## src/rtl/dmem_pkg.sv

```systemverilog
// Shared definitions for the data-memory master: access sizes and FSM state encoding.
package dmem_pkg;

  localparam logic [1:0] SIZE_BYTE = 2'b00;
  localparam logic [1:0] SIZE_HALF = 2'b01;
  localparam logic [1:0] SIZE_WORD = 2'b10;

  typedef enum logic [2:0] {
    IDLE = 3'd0,
    RD   = 3'd1,
    WR   = 3'd2,
    DONE = 3'd3,
    ERR  = 3'd4
  } state_e;

endpackage

```

## src/rtl/dmem_lane_mux.sv

```systemverilog
// Little-endian byte-lane steering: load extraction/extension, store lane merge and
// alignment check for a 32-bit word memory.
module dmem_lane_mux
  import dmem_pkg::*;
(
  input  logic [31:0] word_i,
  input  logic [1:0]  lane_i,
  input  logic [1:0]  size_i,
  input  logic        signed_i,
  input  logic [31:0] st_data_i,
  output logic [31:0] ld_data_o,
  output logic [31:0] st_word_o,
  output logic        misalign_o
);

  logic [7:0]  byte_sel;
  logic [15:0] half_sel;

  always_comb begin
    byte_sel   = word_i[{lane_i, 3'b000} +: 8];
    half_sel   = word_i[{lane_i[1], 4'b0000} +: 16];
    ld_data_o  = word_i;
    st_word_o  = word_i;
    misalign_o = 1'b0;
    case (size_i)
      SIZE_BYTE: begin
        ld_data_o = {{24{signed_i & byte_sel[7]}}, byte_sel};
        st_word_o[{lane_i, 3'b000} +: 8] = st_data_i[7:0];
      end
      SIZE_HALF: begin
        ld_data_o  = {{16{signed_i & half_sel[15]}}, half_sel};
        st_word_o[{lane_i[1], 4'b0000} +: 16] = st_data_i[15:0];
        misalign_o = lane_i[0];
      end
      SIZE_WORD: begin
        ld_data_o  = word_i;
        st_word_o  = st_data_i;
        misalign_o = |lane_i;
      end
      // The reserved size code is reported through the same error path.
      default: misalign_o = 1'b1;
    endcase
  end

endmodule

```

## src/rtl/dmem_master.sv

```systemverilog
// Load/store initiator for a word-addressed async-read, negedge-write data memory.
// One request in flight; sub-word stores are done as read-modify-write.
module dmem_master
  import dmem_pkg::*;
#(
  parameter int WordSize = 32,
  parameter int RdWait   = 2
) (
  input  logic                CLK,
  input  logic                Reset_L,
  input  logic                Req_Valid,
  input  logic                Req_Wr,
  input  logic [1:0]          Req_Size,
  input  logic                Req_Signed,
  input  logic [WordSize-1:0] Req_Addr,
  input  logic [WordSize-1:0] Req_Data,
  output logic                Busy,
  output logic                Rsp_Valid,
  output logic                Rsp_Err,
  output logic [WordSize-1:0] Rsp_Data,
  output logic [WordSize-1:0] Mem_Addr,
  output logic                Mem_rd,
  output logic                Mem_wr,
  output logic [WordSize-1:0] Mem_DIN,
  input  logic [WordSize-1:0] Mem_DOUT
);

  localparam int CntW = (RdWait > 1) ? $clog2(RdWait) : 1;
  localparam logic [CntW-1:0] CntLoad = CntW'(RdWait - 1);

  state_e              state_q, state_d;
  logic [CntW-1:0]     cnt_q, cnt_d;
  logic                wr_q, sgn_q;
  logic [1:0]          size_q, lane_q;
  logic [WordSize-1:0] data_q, addr_q, din_q, ld_q;

  logic                idle;
  logic [1:0]          mux_lane, mux_size;
  logic [WordSize-1:0] ld_data, st_word;
  logic                bad_req, rd_last;

  assign idle    = (state_q == IDLE);
  assign rd_last = (state_q == RD) && (cnt_q == '0);

  // In IDLE the mux checks the incoming request; afterwards it works on the latched one.
  assign mux_lane = idle ? Req_Addr[1:0] : lane_q;
  assign mux_size = idle ? Req_Size      : size_q;

  dmem_lane_mux u_lane_mux (
    .word_i     (Mem_DOUT),
    .lane_i     (mux_lane),
    .size_i     (mux_size),
    .signed_i   (sgn_q),
    .st_data_i  (data_q),
    .ld_data_o  (ld_data),
    .st_word_o  (st_word),
    .misalign_o (bad_req)
  );

  always_ff @(posedge CLK or negedge Reset_L) begin
    if (!Reset_L) begin
      state_q <= IDLE;
      cnt_q   <= '0;
    end else begin
      state_q <= state_d;
      cnt_q   <= cnt_d;
    end
  end

  always_comb begin
    state_d   = state_q;
    cnt_d     = cnt_q;
    Busy      = !idle;
    Rsp_Valid = (state_q == DONE) || (state_q == ERR);
    Rsp_Err   = (state_q == ERR);
    Rsp_Data  = ((state_q == DONE) && !wr_q) ? ld_q : '0;
    Mem_rd    = (state_q == RD);
    Mem_wr    = (state_q == WR);
    case (state_q)
      IDLE: begin
        if (Req_Valid) begin
          if (bad_req) begin
            state_d = ERR;
          end else if (Req_Wr && (Req_Size == SIZE_WORD)) begin
            state_d = WR;
          end else begin
            state_d = RD;
            cnt_d   = CntLoad;
          end
        end
      end
      RD: begin
        if (cnt_q == '0) state_d = wr_q ? WR : DONE;
        else             cnt_d   = cnt_q - 1'b1;
      end
      WR:      state_d = DONE;
      DONE:    state_d = IDLE;
      ERR:     state_d = IDLE;
      default: state_d = IDLE;
    endcase
  end

  always_ff @(posedge CLK or negedge Reset_L) begin
    if (!Reset_L) begin
      wr_q   <= 1'b0;
      sgn_q  <= 1'b0;
      size_q <= '0;
      lane_q <= '0;
      data_q <= '0;
      addr_q <= '0;
      din_q  <= '0;
      ld_q   <= '0;
    end else begin
      if (idle && Req_Valid) begin
        wr_q   <= Req_Wr;
        sgn_q  <= Req_Signed;
        size_q <= Req_Size;
        lane_q <= Req_Addr[1:0];
        data_q <= Req_Data;
        addr_q <= {Req_Addr[WordSize-1:2], 2'b00};
        din_q  <= Req_Data;
      end
      // Last read cycle: capture the extended load value and the merged RMW word.
      if (rd_last) begin
        ld_q  <= ld_data;
        din_q <= st_word;
      end
    end
  end

  assign Mem_Addr = addr_q;
  assign Mem_DIN  = din_q;

endmodule
```

## config.mk

```make
export PLATFORM = sky130hd
export DESIGN_NAME = dmem_master
export DESIGN_NICKNAME = d
export VERILOG_FILES = /design/src/rtl/dmem_pkg.sv /design/src/rtl/dmem_lane_mux.sv /design/src/rtl/dmem_master.sv
export SDC_FILE = /design/constraint.sdc
export NUM_CORES = 1
export LEC_CHECK = 0
export CAP_MARGIN = 10
export CORE_ASPECT_RATIO = 0.6
export CORE_MARGIN = 2
export CORE_UTILIZATION = 33
export CTS_BUF_LIST = sky130_fd_sc_hd__clkbuf_4
export CTS_CLUSTER_DIAMETER = 40
export DETAILED_ROUTE_END_ITERATION = 8
export GPL_TIMING_DRIVEN = 1
export PLACE_DENSITY_LB_ADDON = 0.1
export SETUP_SLACK_MARGIN = 0.4
export SKIP_CTS_REPAIR_TIMING = 1
export SYNTH_ARGS = -nofsm -noshare
export SYNTH_HDL_FRONTEND = slang
export SYNTH_SLANG_ARGS = --single-unit
```

## constraint.sdc

```tcl
create_clock -name CLK -period 3.4 [get_ports CLK]
set_input_delay 1.02 -clock CLK [delete_from_list [all_inputs] [get_ports CLK]]
set_output_delay 1.02 -clock CLK [all_outputs]
set_load 0.01 [all_outputs]
```

==> results.yml <==
status:
  status: "finished, violations left"
  violations: "DRC"
critical_path:
  path_class: "reg -> out"
  reg2regPathDepth: 12
  end_kind: "output pin"
  crit_fanout: 16
  crit_chain: "inv_1, nor3_4, buf_4, buf_12, and2_1, dlymetal6s2s_1"
  cp_slowest_cell: "dfrtp_2"
  reg2reg_to: "Mem_DIN[12]$_DFFE_PN0P_"
  critPathMaxStageDelay_ps: 430
  startpoint_type: "flip-flop"
  rrSetupSlack_ps: 500
  r2r_start: "state_q[0]$_DFFE_PN0P_"
  cp.arrival_ps: 1970
  crit_required_ps: 2380
floorplan:
  top_level_ports: 204
  dieArea_mm2: 0.0230
  core.rowCount: 41
  die_x_um: 194
  start_util_pct: 33.8
  coreArea_mm2: 0.0212
  die_y_um: 118
timing:
  hold_violations: 0
  finalCritPeriodShare_pct: 88.1
  fin_ws_ps: 405
  finalSetupViolCount: 0
  worstMarginPinSlew_ps: 828
  final_max_slew_viol_count: 0
  maxSlewHeadroom_pct: 44.8
  max_freq_mhz: 334
  period_needed_ps: 2990
  rsz0062_at_grt: "yes"
  fin_worst_skew_ps: 24.0
drt:
  ant_nets: 0
  dr.first_iter.drc_count: 804
  vias: 7283
  first_pass_iters: 7
  drc: 6
  drt-total-wl_um: 28300
  wl_per_cell_um: 20.8
  via_per_inst: 5.34
synth:
  synth_edf_count: 0
  ys_seq_elements: 136
  synth.avg_cell_area_um2: 8.46
  syn_area_mm2: 0.00717
  seq_area_frac_synth_pct: 47.5
  ys_warn_count: 0
  async_flop_share_pct: 100
  synthDistinctLibCells: 64
  synthesis.instances: 847
  synthFlopType: "dfrtp_1"
placed_design:
  hpwlAfterDp_um: 20900
  gp_congestion: 0.900
  pre_cts_slack_ps: 41.9
  port_buffers: 201
power:
  power_density_mw_per_mm2: 992
  leakage_nw: 5.07
  power_mw: 10.2
  ir_worst_vdd_mv: 0.454
cells_and_area:
  diodes: 0
  final-seq-area_mm2: 0.00340
  syn_to_final_growth_pct: 43.2
  drive_above_1_share_pct: 12.5
  nNetsFinal: 1178
  multiInputGateArea_mm2: 0.00354
  postLayoutCoreUtil_pct: 48.5
  fillCellCount: 2015
clock_network:
  cts_max_path_buffers: 2
  cts_sinks: 136
  cts_htree_levels: 4
  clockRootBuffer: "clkbuf_4"
  tritoncts: "built"
  path_clk_slew_ps: 130
  cts_buffers: 17
  clk_latency_ps: 580
hold_path:
  worstHoldPathType: "in -> async"
global_routing:
  grt_pass1_vias: 6988
  grt_max_degree: 62
  grt_overflow: 0
  track_usage_pct: 25.0
  antenna_found_initial: 0
  grt_first_pass_wirelength_um: 43700
run:
  drv_cap: 0
report_power, final:
group	internal [mW]	total, mW	switching, mW
registers	2.44	3.13	0.693
clock network	0.455	1.16	0.706
logic	2.69	5.89	3.20
final cells by class:
cell class,count,area share [%]
multi-input combinational,647,34.5
inverter,6,0.244
clock inverter,14,1.60
clock buffer,17,1.24
tap,279,3.40
sequential,136,33.2
timing repair buffer,264,25.9
sequential cells by signal, indices dropped and copies added (netlist names):
signal    cells
ld_q         32
wr_q          1
state_q       3
Mem_Addr     30
Mem_DIN      32
data_q       32
size_q        2
sgn_q         1
cnt_q         1
lane_q        2
placed cells by master (no fill, tap or decap), drive strengths merged, types with 3 or more instances in the layout:
master	netlist	final
nand2	297	297
clkdlybuf4s50	0	164
dfrtp	136	136
buf	25	63
a21oi	58	58
nor2	41	41
and2	36	36
dlymetal6s2s	0	33
o21ai	30	30
a221oi	25	25
clkbuf	34	21
a211oi	19	19
mux2	16	16
inv	6	14
nand3	10	10
a31oi	10	10
o22ai	10	10
or3	9	9
a221o	8	8
a22oi	8	8
mux2i	8	8
a21o	7	7
nor3	4	4
o2111ai	3	3
o22a	3	3
ha	3	3
nand2b	3	3
metal layers:
metal  vias up  global-route usage (%)  wire (um)
met5         -                       0          0
met4         0                    5.14        218
met3        20                    6.25       2590
met2       330                    32.6      11100
met1      3546                    40.5      14400
li1       3387                       -          -
synthesized netlist by cell type, types with 5 or more instances:
library cell	number	area share, %
a221oi_1	25	3.1
nand2_1	297	16
clkbuf_1	33	1.7
buf_4	5	0.52
mux2_2	14	2.2
mux2i_1	7	0.98
or3_1	9	0.79
buf_1	7	0.37
a21o_1	7	0.73
a21oi_1	58	4.0
a211oi_1	18	1.9
o21ai_0	29	2.0
dfrtp_1	136	47
a221o_1	8	1.1
and2_1	36	3.1
buf_2	13	0.91
nor2_1	41	2.1
a22oi_1	8	0.84
a31oi_1	10	0.87
o22ai_1	10	0.87
nand3_1	10	0.70
worst max-delay path by stage:
stage	start	endpoint	slack, ps	depth (start not counted)
2_1_floorplan	Req_Addr[0]	Mem_DIN[10]$_DFFE_PN0P_	580	8
3_3_place_gp	Req_Addr[0]	Mem_DIN[18]$_DFFE_PN0P_	90	8
3_5_place_dp	Req_Addr[0]	Mem_DIN[12]$_DFFE_PN0P_	40	10
4_1_cts	state_q[0]$_DFFE_PN0P_	Rsp_Data[10]	-200	5
5_1_grt	state_q[0]$_DFFE_PN0P_	Rsp_Data[10]	310	6
6_report	state_q[0]$_DFFE_PN0P_	Rsp_Data[10]	410	6
cells by family after synthesis:
| logic type | share of synthesized area (%) |
|---|---|
| AO/OA/AOI/OAI | 18.8 |
| adder cells (fa/ha/maj) | 0.524 |
| multiplexers | 3.79 |
| buffers and inverters | 3.94 |
| other | 0.0523 |
| AND/OR/NAND/NOR | 25.4 |
| flip-flops | 47.5 |
critical path: cells and delay by family (launching register included):
kind	cells	cell delay [ps]
buffers and inverters	4	580
AND/OR/NAND/NOR	2	390
flip-flops	1	430
through the flow:
| stage | setup TNS (ps) | instances | instance area (um^2) | hold slack, ps |
|---|---|---|---|---|
| after floorplan | 0 | 848 | 7170 | 437 |
| after global placement | 0 | 1323 | 9790 | 455 |
| after detailed placement | 0 | 1323 | 9790 | 456 |
| after CTS | -3980 | 1354 | 10100 | 406 |
| after global routing | 0 | 1363 | 10300 | 445 |
| final | 0 | 1363 | 10300 | 424 |
(Power assumes the default switching activity.)
